`src/rtl/if_fetch_if.sv`:
```
// Fetch-unit bus bundle: instruction-memory request/response channel plus the
// IF/ID presentation (valid/pc/instr) and its stall back-pressure.
interface if_fetch_if;
    logic        imem_req;
    logic [31:0] imem_addr;
    logic        imem_gnt;
    logic        imem_rvalid;
    logic [31:0] imem_rdata;
    logic        if_valid;
    logic [31:0] if_pc;
    logic [31:0] if_instr;
    logic        stall;

    modport master (
        output imem_req, imem_addr, if_valid, if_pc, if_instr,
        input  imem_gnt, imem_rvalid, imem_rdata, stall
    );

    modport slave (
        input  imem_req, imem_addr, if_valid, if_pc, if_instr,
        output imem_gnt, imem_rvalid, imem_rdata, stall
    );
endinterface

```
`src/rtl/if_fetch.sv`:
```
// In-order instruction fetch: PC register, 2-entry {pc,instr} response buffer,
// redirect flush. Defining IF_FETCH_PERF_EN adds fetch_cnt/bubble_cnt counters.
module if_fetch #(
    parameter logic [31:0] RESET_PC = 32'h0000_0000
) (
    input  logic        clk,
    input  logic        rst,
    if_fetch_if.master  bus,
    input  logic        redirect,
    input  logic [31:0] redirect_pc
`ifdef IF_FETCH_PERF_EN
    ,
    output logic [31:0] fetch_cnt,
    output logic [31:0] bubble_cnt
`endif
);
    localparam int unsigned XLEN  = 32;
    localparam int unsigned DEPTH = 2;
    localparam int unsigned CW    = 2;

    typedef enum logic {RUN, FLUSH} state_t;

    state_t          state;
    logic [XLEN-1:0] pc;
    logic [XLEN-1:0] buf_pc    [DEPTH];
    logic [XLEN-1:0] buf_instr [DEPTH];
    logic [CW-1:0]   cnt;
    logic [CW-1:0]   osd;
    logic [CW-1:0]   drop;

    logic            pop;
    logic            wr;
    logic            acc;
    logic            wr_idx;
    logic [XLEN-1:0] target;
    logic [XLEN-1:0] resp_pc;
    logic [CW-1:0]   osd_left;

    assign target = redirect_pc & ~XLEN'(3);
    // Requests since the last redirect are consecutive, so the oldest in-flight pc trails the PC.
    assign resp_pc  = pc - (XLEN'(osd) << 2);
    assign osd_left = osd - CW'(bus.imem_rvalid && (osd != '0));

    assign bus.if_valid = !rst && (cnt != '0);
    assign bus.if_pc    = bus.if_valid ? buf_pc[0]    : '0;
    assign bus.if_instr = bus.if_valid ? buf_instr[0] : '0;
    assign bus.imem_addr = pc;

    assign pop = bus.if_valid && !bus.stall;
    // A slot freed by this cycle's pop may be re-requested, which sustains one fetch per cycle.
    assign bus.imem_req = !rst && !redirect && (state == RUN) &&
                          (({1'b0, osd} + {1'b0, cnt} - 3'(pop)) < 3'(DEPTH));
    assign acc    = bus.imem_req && bus.imem_gnt;
    assign wr     = (state == RUN) && !redirect && bus.imem_rvalid && (osd != '0);
    assign wr_idx = 1'(cnt - CW'(pop));

    // Control state: PC, occupancy, outstanding and drop counters, RUN/FLUSH.
    always_ff @(posedge clk) begin
        if (rst) begin
            state <= RUN;
            pc    <= RESET_PC;
            cnt   <= '0;
            osd   <= '0;
            drop  <= '0;
        end else if (redirect) begin
            pc    <= target;
            cnt   <= '0;
            osd   <= osd_left;
            drop  <= osd_left;
            state <= (osd_left != '0) ? FLUSH : RUN;
        end else begin
            case (state)
                RUN: begin
                    if (acc) pc <= pc + XLEN'(4);
                    osd <= osd + CW'(acc) - CW'(wr);
                    cnt <= cnt + CW'(wr) - CW'(pop);
                end
                FLUSH: begin
                    if (bus.imem_rvalid) begin
                        osd  <= osd_left;
                        drop <= drop - CW'(1);
                        if (drop == CW'(1)) state <= RUN;
                    end
                end
                default: state <= RUN;
            endcase
        end
    end

    // Buffer payload; a write landing on slot 0 overrides the pop shift.
    always_ff @(posedge clk) begin
        if (pop) begin
            buf_pc[0]    <= buf_pc[1];
            buf_instr[0] <= buf_instr[1];
        end
        if (wr) begin
            buf_pc[wr_idx]    <= resp_pc;
            buf_instr[wr_idx] <= bus.imem_rdata;
        end
    end

`ifdef IF_FETCH_PERF_EN
    always_ff @(posedge clk) begin
        if (rst) begin
            fetch_cnt  <= '0;
            bubble_cnt <= '0;
        end else begin
            if (pop) fetch_cnt <= fetch_cnt + XLEN'(1);
            if (!bus.if_valid && !bus.stall) bubble_cnt <= bubble_cnt + XLEN'(1);
        end
    end
`endif
endmodule

```
`src/flat_wrapper.sv`:
```
// flat-port wrapper written by rule: the top's interface ports become plain ports
module if_fetch_flat 
#(
    parameter logic [31:0] RESET_PC = 32'h0000_0000
)
  (clk, rst, redirect, redirect_pc, bus_imem_req, bus_imem_addr, bus_if_valid, bus_if_pc, bus_if_instr, bus_imem_gnt, bus_imem_rvalid, bus_imem_rdata, bus_stall);
  if_fetch_if bus_i ();
  input  logic clk;
  input  logic rst;
  input  logic redirect;
  input  logic [31:0] redirect_pc;
  output wire logic [$bits(bus_i.imem_req)-1:0] bus_imem_req;
  output wire logic [$bits(bus_i.imem_addr)-1:0] bus_imem_addr;
  output wire logic [$bits(bus_i.if_valid)-1:0] bus_if_valid;
  output wire logic [$bits(bus_i.if_pc)-1:0] bus_if_pc;
  output wire logic [$bits(bus_i.if_instr)-1:0] bus_if_instr;
  input wire logic [$bits(bus_i.imem_gnt)-1:0] bus_imem_gnt;
  input wire logic [$bits(bus_i.imem_rvalid)-1:0] bus_imem_rvalid;
  input wire logic [$bits(bus_i.imem_rdata)-1:0] bus_imem_rdata;
  input wire logic [$bits(bus_i.stall)-1:0] bus_stall;
  assign bus_imem_req = bus_i.imem_req;
  assign bus_imem_addr = bus_i.imem_addr;
  assign bus_if_valid = bus_i.if_valid;
  assign bus_if_pc = bus_i.if_pc;
  assign bus_if_instr = bus_i.if_instr;
  assign bus_i.imem_gnt = bus_imem_gnt;
  assign bus_i.imem_rvalid = bus_imem_rvalid;
  assign bus_i.imem_rdata = bus_imem_rdata;
  assign bus_i.stall = bus_stall;
  if_fetch #(.RESET_PC(RESET_PC)) u_core (.clk(clk), .rst(rst), .bus(bus_i), .redirect(redirect), .redirect_pc(redirect_pc));
endmodule
```
`config.mk`:
```
export PLATFORM = sky130hd
export DESIGN_NAME = if_fetch_flat
export DESIGN_NICKNAME = d
export VERILOG_FILES = /design/src/rtl/if_fetch_if.sv /design/src/rtl/if_fetch.sv /design/src/flat_wrapper.sv
export SDC_FILE = /design/constraint.sdc
export NUM_CORES = 1
export LEC_CHECK = 0
export ABC_AREA = 1
export CORE_ASPECT_RATIO = 0.8
export CORE_UTILIZATION = 50
export CTS_CLUSTER_DIAMETER = 50
export DETAILED_ROUTE_END_ITERATION = 10
export GPL_ROUTABILITY_DRIVEN = 0
export PLACE_DENSITY = 0.77
export SLEW_MARGIN = 20
export SYNTH_ARGS = -nofsm -noshare
export SYNTH_HDL_FRONTEND = slang
export SYNTH_SLANG_ARGS = --single-unit
export TNS_END_PERCENT = 30
```
`constraint.sdc`:
```
create_clock -name clk -period 19 [get_ports clk]
set_input_delay 2.85 -clock clk [delete_from_list [all_inputs] [get_ports clk]]
set_output_delay 2.85 -clock clk [all_outputs]
set_load 0.01 [all_outputs]
```
## Word-level counts from Yosys, hierarchy flattened

Memories as Yosys holds them, arrays and structs flattened.
Index checks and enable logic that the tools add are counted.

- Add/subtract/negate cells: 11
- Order comparisons: 1
- Eq/ne operators: 3
- Multiplexer cells: 20
- Bitwise operators: 1
- Reduce and logical (&&, ||, !) cells: 23

Operator list:

| cell | count |
|---|---|
| 32-bit two-way mux | 5 |
| 32-bit by 3-bit adder with 32-bit output (second input constant) | 1 |
| 32-bit by 4-bit subtractor with 32-bit output | 1 |
| 2-bit nonzero test | 6 |
| 1-bit logical AND | 10 |
| 2-bit two-way mux | 5 |
| 1-bit two-way mux | 9 |
| 2-bit AND reduction | 3 |
| 2-bit by 1-bit subtractor with 2-bit output | 3 |
| 2-bit by 1-bit adder with 2-bit output | 2 |
| 2-bit one-hot mux with 2 select lines | 1 |
| 2-bit by 2-bit adder with 3-bit output | 1 |
| 1-bit logical NOT | 3 |
| 3-bit by 2-bit < comparator with 1-bit output (second input constant) | 1 |
| 3-bit inequality test (second input constant) | 1 |
| 3-bit by 1-bit subtractor with 3-bit output | 1 |
| 2-bit by 1-bit equality test with 1-bit output (second input constant) | 1 |
| 2-bit inequality test (second input constant) | 1 |
| 2-bit OR reduction | 1 |
| 2-bit by 1-bit subtractor with 2-bit output (second input constant) | 1 |
| 1-bit NOT | 1 |
| 1-bit subtractor | 1 |

- Bits in registers: 39
- RAM bits: 128
- Logic and storage cells: 67
- Memories kept: 2

Memories:

| memory | words | bits a word | rd ports | clocked after memory_dff | wr ports | line | RTL |
|---|---|---|---|---|---|---|---|
| u_core.buf_instr | 2 | 32 | 2 | 0 | 2 | if_fetch.sv:26 | `logic [XLEN-1:0] buf_instr [DEPTH];` |
| u_core.buf_pc | 2 | 32 | 2 | 0 | 2 | if_fetch.sv:25 | `logic [XLEN-1:0] buf_pc [DEPTH];` |

## Depth between registers and ports, before layout

Gate-level depths: netlist (run 1).

- Word-level depth: 11
- Mapped depth: 20

## Worst setup path before layout (run 1)

Ideal clock, no wire load.

- Path kind: input port to flip-flop
- From: in rst
- To: mem u_core.buf_instr[0][0] (enable)
- Library setup time: 0.568 ns
- Arrival: 7.647 ns
- Required time: 18.432 ns
- Setup slack: 10.785 ns
- Stages on the path: 3
- Buffers on the path: 0
- Cell sequence: a21oi_1 inv_2 o21ai_0

RTL lines:

| element | line | RTL |
|---|---|---|
| from (decl) | flat_wrapper.sv:9 | `input logic rst;` |
| to (decl) | if_fetch.sv:26 |  |

## Worst setup path in the final report (run 1)

- From: in rst
- To: out bus_imem_req

- Word-level cells in the longest chain between the ends: 6

Ends and longest elaborated chain:

| element | line | RTL |
|---|---|---|
| 1-bit logical NOT (*) | if_fetch.sv:44, if_fetch.sv:51 |  |
| 1-bit logical AND | if_fetch.sv:44 | `assign bus.if_valid = !rst && (cnt != '0);` |
| 1-bit logical AND | if_fetch.sv:49 | `assign pop = bus.if_valid && !bus.stall;` |
| 3-bit by 1-bit subtractor with 3-bit output | if_fetch.sv:52 | `(({1'b0, osd} + {1'b0, cnt} - 3'(pop)) < 3'(DEPTH));` |
| 3-bit by 2-bit < comparator with 1-bit output | if_fetch.sv:52 |  |
| 1-bit logical AND (*) | if_fetch.sv:51 | `assign bus.imem_req = !rst && !redirect && (state == RUN) &&` |
| to (decl) | flat_wrapper.sv:12 | `output wire logic [$bits(bus_i.imem_req)-1:0] bus_imem_req;` |

Every way passes the cells marked *; elsewhere a longest branch is shown, timed or not.

==> results.toml, run 1 <==
[run_status]
status = "finished clean"

[cts]
postCtsHoldBufs = 0
clk_latency_ns = 0.43
cts_buffers = 17
cts_max_level = 4
root_buffer = "clkbuf_16"
clk_path_buf_depth = 2
post_cts_resized = 0
clk_pin_slew_worst_paths_ns = 0.07
cts_num_sinks = 161
cts_tree = "done"
cts_setup_buffers = 0

[setup_path]
cp.required_ns = 16.15
cp_max_fo = 64
crit_arrival_ns = 6.81
path_class = "input pin to output pin"
end_kind = "output pin"
reg2reg_depth = 19
cp-start-kind = "input pin"

[logic_synthesis]
ys_seq_elements = 161
synth_top_cell_by_area = "edfxtp_1"
ys_warn_count = 0
synthTopCellsByArea = "edfxtp_1 (43%), nand2_1 (15%), dfxtp_1 (8.5%)"
synthCells = 1104
ys_seq_area_share_pct = 51.3
ys_types = 39
yosysTopAreaCellShare_pct = 42.8
synth_area_per_cell_um2 = 7.88
syn_area_um2 = 8700

[place]
placed_area_um2 = 10400
portBuffers = 161
dp.cells = 1447
hpwl_mm = 14.8

[global_route]
antenna_found_initial = 0
grt_start_max_net_pins = 65
grt-ovfl-total = 0
first_global_vias = 7150
grt_pass1_wl_mm = 35.4
track_usage_pct = 25.4

[sta]
rsz0062_at_grt = "no"
setup_viol = 0
fmax_mhz = 103
slew_headroom_pct = 33.4
hold_viol_final = 0
skew_ns = 0.00897
tightest_slew_ns = 0.996
finalCritPeriodShare_pct = 50.9
tns_ns = 0
finalMaxSlewViolations = 0
period_minus_slack_ns = 9.66

[layout]
final_cells = 1480
nets = 1329
design_area_um2 = 11000
drive_above_1_share_pct = 6.51
area_delta_synth_final_pct = 26.5
diodes = 0
utilization_pct = 65.7

[pwr]
p_seq_share_pct = 43.9
power_switching_mw = 0.319
swShare_pct = 31.9
p_leak_nw = 4.55
p_int_mw = 0.679
power_density_nw_per_um2 = 90.6
vdd_drop_max_mv = 0.0689
p_clk_share_pct = 33.8
power_frac_comb_pct = 22.3

[detailed_routing]
firstDrtPassIters = 5
via_per_inst = 5.03
vias = 7445
drtIter0Drc = 683
drc_errors = 0
ant_nets = 0
wl_per_cell_um = 14.6
drt_wl_total_mm = 21.6

[run]
maxCapViolCount = 0

[die]
core_um2 = 16800
io_pins = 168
die_area_um2 = 17900
fp-row-count = 42
initial_core_util_pct = 51.9
die_w_um = 150
dieHeight_um = 120

[worst_hold_path]
hold_class = "register to register"
worstHoldPathCells = 1
[cell families after synthesis]
family / after synthesis / share of synthesized area [%]
xor+xnor: 23 / 2.40
other cells: 1 / 0.0431
compound gates: 67 / 4.33
simple gates: 656 / 31.2
buf+inv: 184 / 8.81
flops: 161 / 51.3
fa+ha+maj: 12 / 1.90
[flip-flops by register name, indices dropped and copies added (netlist names)]
register and flops:
u_core.bus.imem_addr 30, u_core.osd 2, u_core.drop 2, u_core.buf_instr 64
u_core.cnt 2, u_core.buf_pc 60, u_core.state 1
[worst max-delay path: stages]
cell	delay, ns
clkdlybuf4s50_1	1.12
a21oi_1	0.16
inv_2	0.08
buf_4	0.55
nor2_1	0.09
ha_1	0.35
inv_1	0.15
nand2_1	0.09
fa_1	0.48
nand2_1	0.08
nor2_4	0.16
and2_1	0.13
clkdlybuf4s50_1	0.52
[synthesized netlist by cell type (all sizes together)]
cell and count:
a211oi 3, a21oi 25, a221oi 1, a31oi 9, and2 2, buf 33
clkbuf 13, clkinv 1, conb 1, dfxtp 37, edfxtp 124, fa 2
ha 10, inv 137, nand2 367, nand3 61, nand3b 1, nand4 9
nor2 208, nor3 7, nor3b 1, o211ai 5, o21ai 23, o21bai 1
xnor2 1, xor2 22
[power by group through the flow]
| stage | registers (mW) | clock network, mW | logic, mW |
|---|---|---|---|
| 2_1_floorplan | 0.444 | 0 | 0.144 |
| 3_3_place_gp | 0.445 | 0 | 0.213 |
| 3_5_place_dp | 0.446 | 0 | 0.219 |
| 4_1_cts | 0.438 | 0.342 | 0.220 |
| 5_1_grt | 0.441 | 0.357 | 0.252 |
| 6_report | 0.438 | 0.337 | 0.222 |
[routing by layer]
layer | vias to the layer above | wire length [µm] | global-route usage (%)
met5 | - | 0 | 0
met4 | 0 | 352 | 8.16
met3 | 26 | 1300 | 3.73
met2 | 240 | 10100 | 40.5
met1 | 3416 | 9860 | 35.4
li1 | 3763 | - | -
[stage by stage]
stage,worst slack (ns),power [mW],hold slack [ns]
detailed placement,9.32,0.665,0.475
global route,9.09,1.05,0.526
finish,9.34,0.998,0.490
floorplan,10.79,0.588,0.437
global placement,9.35,0.658,0.475
CTS,9.33,1.00,0.492
[cells in the final DEF (no fill, tap or decap), types with 2 or more instances in the layout]
cell and count:
nand2_1 354, nor2_1 189, clkdlybuf4s50_1 161, inv_1 129
edfxtp_1 124, nand3_1 60, dfxtp_1 37, a21oi_1 24
xor2_1 21, clkbuf_16 17, o21ai_0 15, nand2_2 12
nor2_2 10, ha_1 10, nor2_4 9, nand4_1 9
a31oi_1 9, inv_2 8, nor3_1 7, o21ai_1 7
inv_6 7, o211ai_1 5, inv_8 5, buf_4 5
conb_1 4, a211oi_1 3, and2_1 2, fa_1 2
[layout make-up]
cell class	count	area, µm²
inverters	138	518
flip-flops and latches	161	4460
clock buffers	17	425
repair buffers	167	1680
fillers	1429	5750
multi-input cells	762	3500
well taps	220	275
clock inverters	15	150
[path summary, 6_finish.rpt]
kind / from / endpoint / slack [ns]
worst max-delay path: rst / bus_imem_req / 9.34
worst min register to register: u_core.state / u_core.cnt[0] / 0.49
worst min-delay path: u_core.state / u_core.cnt[0] / 0.49
worst max register to register: u_core.cnt[1] / u_core.osd[1] / 15.22
Power figures use the tool's default switching activity.
==> run 2, diff against run 1 <==
Settings changed: CORE_UTILIZATION 50 to 48, PLACE_DENSITY 0.77 to 0.78.
Clock period 19 ns to 8.8 ns, I/O delays scaled along.
==> results.toml, run 2 (synthesis results as in run 1) <==
[cts]
cts_max_level = 4
clk_pin_slew_worst_paths_ns = 0.07
cts_buffers = 17
post_cts_resized = 0
clk_latency_ns = 0.43
postCtsHoldBufs = 0
cts_setup_buffers = 0
root_buffer = "clkbuf_16"
clk_path_buf_depth = 2
cts_tree = "done"
cts_num_sinks = 161

[sta]
setup_viol = 0
finalCritPeriodShare_pct = 79.0
skew_ns = 0.0128
tns_ns = 0
rsz0062_at_grt = "no"
hold_viol_final = 0
tightest_slew_ns = 0.972
slew_headroom_pct = 35.0
fmax_mhz = 144
finalMaxSlewViolations = 0
period_minus_slack_ns = 6.95

[global_route]
grt_pass1_wl_mm = 34.8
grt_start_max_net_pins = 65
antenna_found_initial = 0
track_usage_pct = 23.8
grt-ovfl-total = 0
first_global_vias = 7078

[detailed_routing]
drt_wl_total_mm = 21.5
wl_per_cell_um = 14.5
dr_wl_met3_mm = 1.54
drtIter0Drc = 674
vias = 7607
wirelength_met1_mm = 9.56
drc_errors = 10
dr_wl_met2_mm = 9.81
via_per_inst = 5.13
top_layer_used = "met4"
firstDrtPassIters = 8
ant_nets = 0

[layout]
layout_common_cells = "nand2_1 (354), nor2_1 (189), clkdlybuf4s50_1 (161), inv_1 (129), edfxtp_1 (124)"
diodes = 0
largest_reg_flops = 64
drive_above_1_share_pct = 6.36
area.sequential_um2 = 4460
multi_input_area_um2 = 3500
nFillCells = 1484
design_area_um2 = 11000
regMostFlops = "u_core.buf_instr"
final_common_cell = "nand2_1"
area_delta_synth_final_pct = 26.3
nets = 1327

[worst_hold_path]
hold_class = "register to register"
min-delay-start = "u_core.state"

[setup_path]
end_kind = "output pin"
crit_arrival_ns = 5.63
r2r_slack_ns = 4.66
path_class = "input pin to output pin"
cp-start-kind = "input pin"
crit_start = "rst"
cp.required_ns = 7.48
cp_max_fo = 64
r2r-start = "u_core.cnt[1]"

[die]
die_w_um = 153
initial_core_util_pct = 49.6
io_pins = 168
dieHeight_um = 122
die_area_um2 = 18700
core_um2 = 17500
fp-row-count = 43

[pwr]
power_density_nw_per_um2 = 196
vdd_drop_max_mv = 0.119
p_leak_nw = 4.54

[place]
placed_area_um2 = 10400
hpwl_mm = 15.1
portBuffers = 161

[run]
maxCapViolCount = 0

[run_status]
status = "finished with violations"
violations = "DRC"
## run 2: cell count changes in the layout (fill, tap and decap cells not counted)
cell and delta:
inv_6 -1, inv_2 -1, clkinv_8 +1, buf_4 -1, buf_16 -1, clkinv_2 +1
## run 2: metrics by stage
| step | hold WS (ns) | worst slack [ns] | total power [mW] | std cells | utilization [%] |
|---|---|---|---|---|---|
| 5_1_grt | 0.517 | 1.48 | 2.26 | 1483 | 62.7 |
| 6_report | 0.479 | 1.85 | 2.15 | 1483 | 62.7 |
| 2_1_floorplan | 0.437 | 2.12 | 1.27 | 1107 | - |
| 3_5_place_dp | 0.474 | 1.99 | 1.43 | 1451 | 59.3 |
| 4_1_cts | 0.486 | 1.95 | 2.16 | 1483 | 62.7 |
| 3_3_place_gp | 0.465 | 1.98 | 1.42 | 1451 | 59.3 |
## run 2: cell type report
cell class | count | share of cell area (%)
Timing Repair Buffer | 165 | 14.9
Sequential cell | 161 | 40.6
Multi-Input combinational cell | 762 | 31.9
Clock inverter | 15 | 1.43
Clock buffer | 17 | 3.87
Tap cell | 225 | 2.56
Inverter | 138 | 4.72
## run 2: worst paths after layout
path	end	cells after the start
hold reg to reg	u_core.cnt[0]	1
setup / recovery	bus_imem_req	12
setup reg to reg	u_core.osd[1]	18
hold / removal	u_core.cnt[0]	1
## run 2: worst max-delay path: stages
cell	delay, ns
clkdlybuf4s50_1	0.91
a21oi_1	0.44
clkinv_2	0.73
nor2_1	0.29
ha_1	0.30
inv_1	0.15
nand2_1	0.09
fa_1	0.48
nand2_1	0.08
nor2_4	0.16
and2_1	0.14
clkdlybuf4s50_1	0.53
## run 2: where the power goes
| group | internal (mW) | switching (mW) |
|---|---|---|
| clock network | 0.381 | 0.351 |
| logic | 0.178 | 0.296 |
| registers | 0.903 | 0.0438 |
## run 2: routing by layer
metal | up-vias | global-route usage (%)
li1 | 3765 | -
met1 | 3473 | 31.6
met2 | 322 | 38.1
met3 | 47 | 5.54
met4 | 0 | 9.28
met5 | - | 0
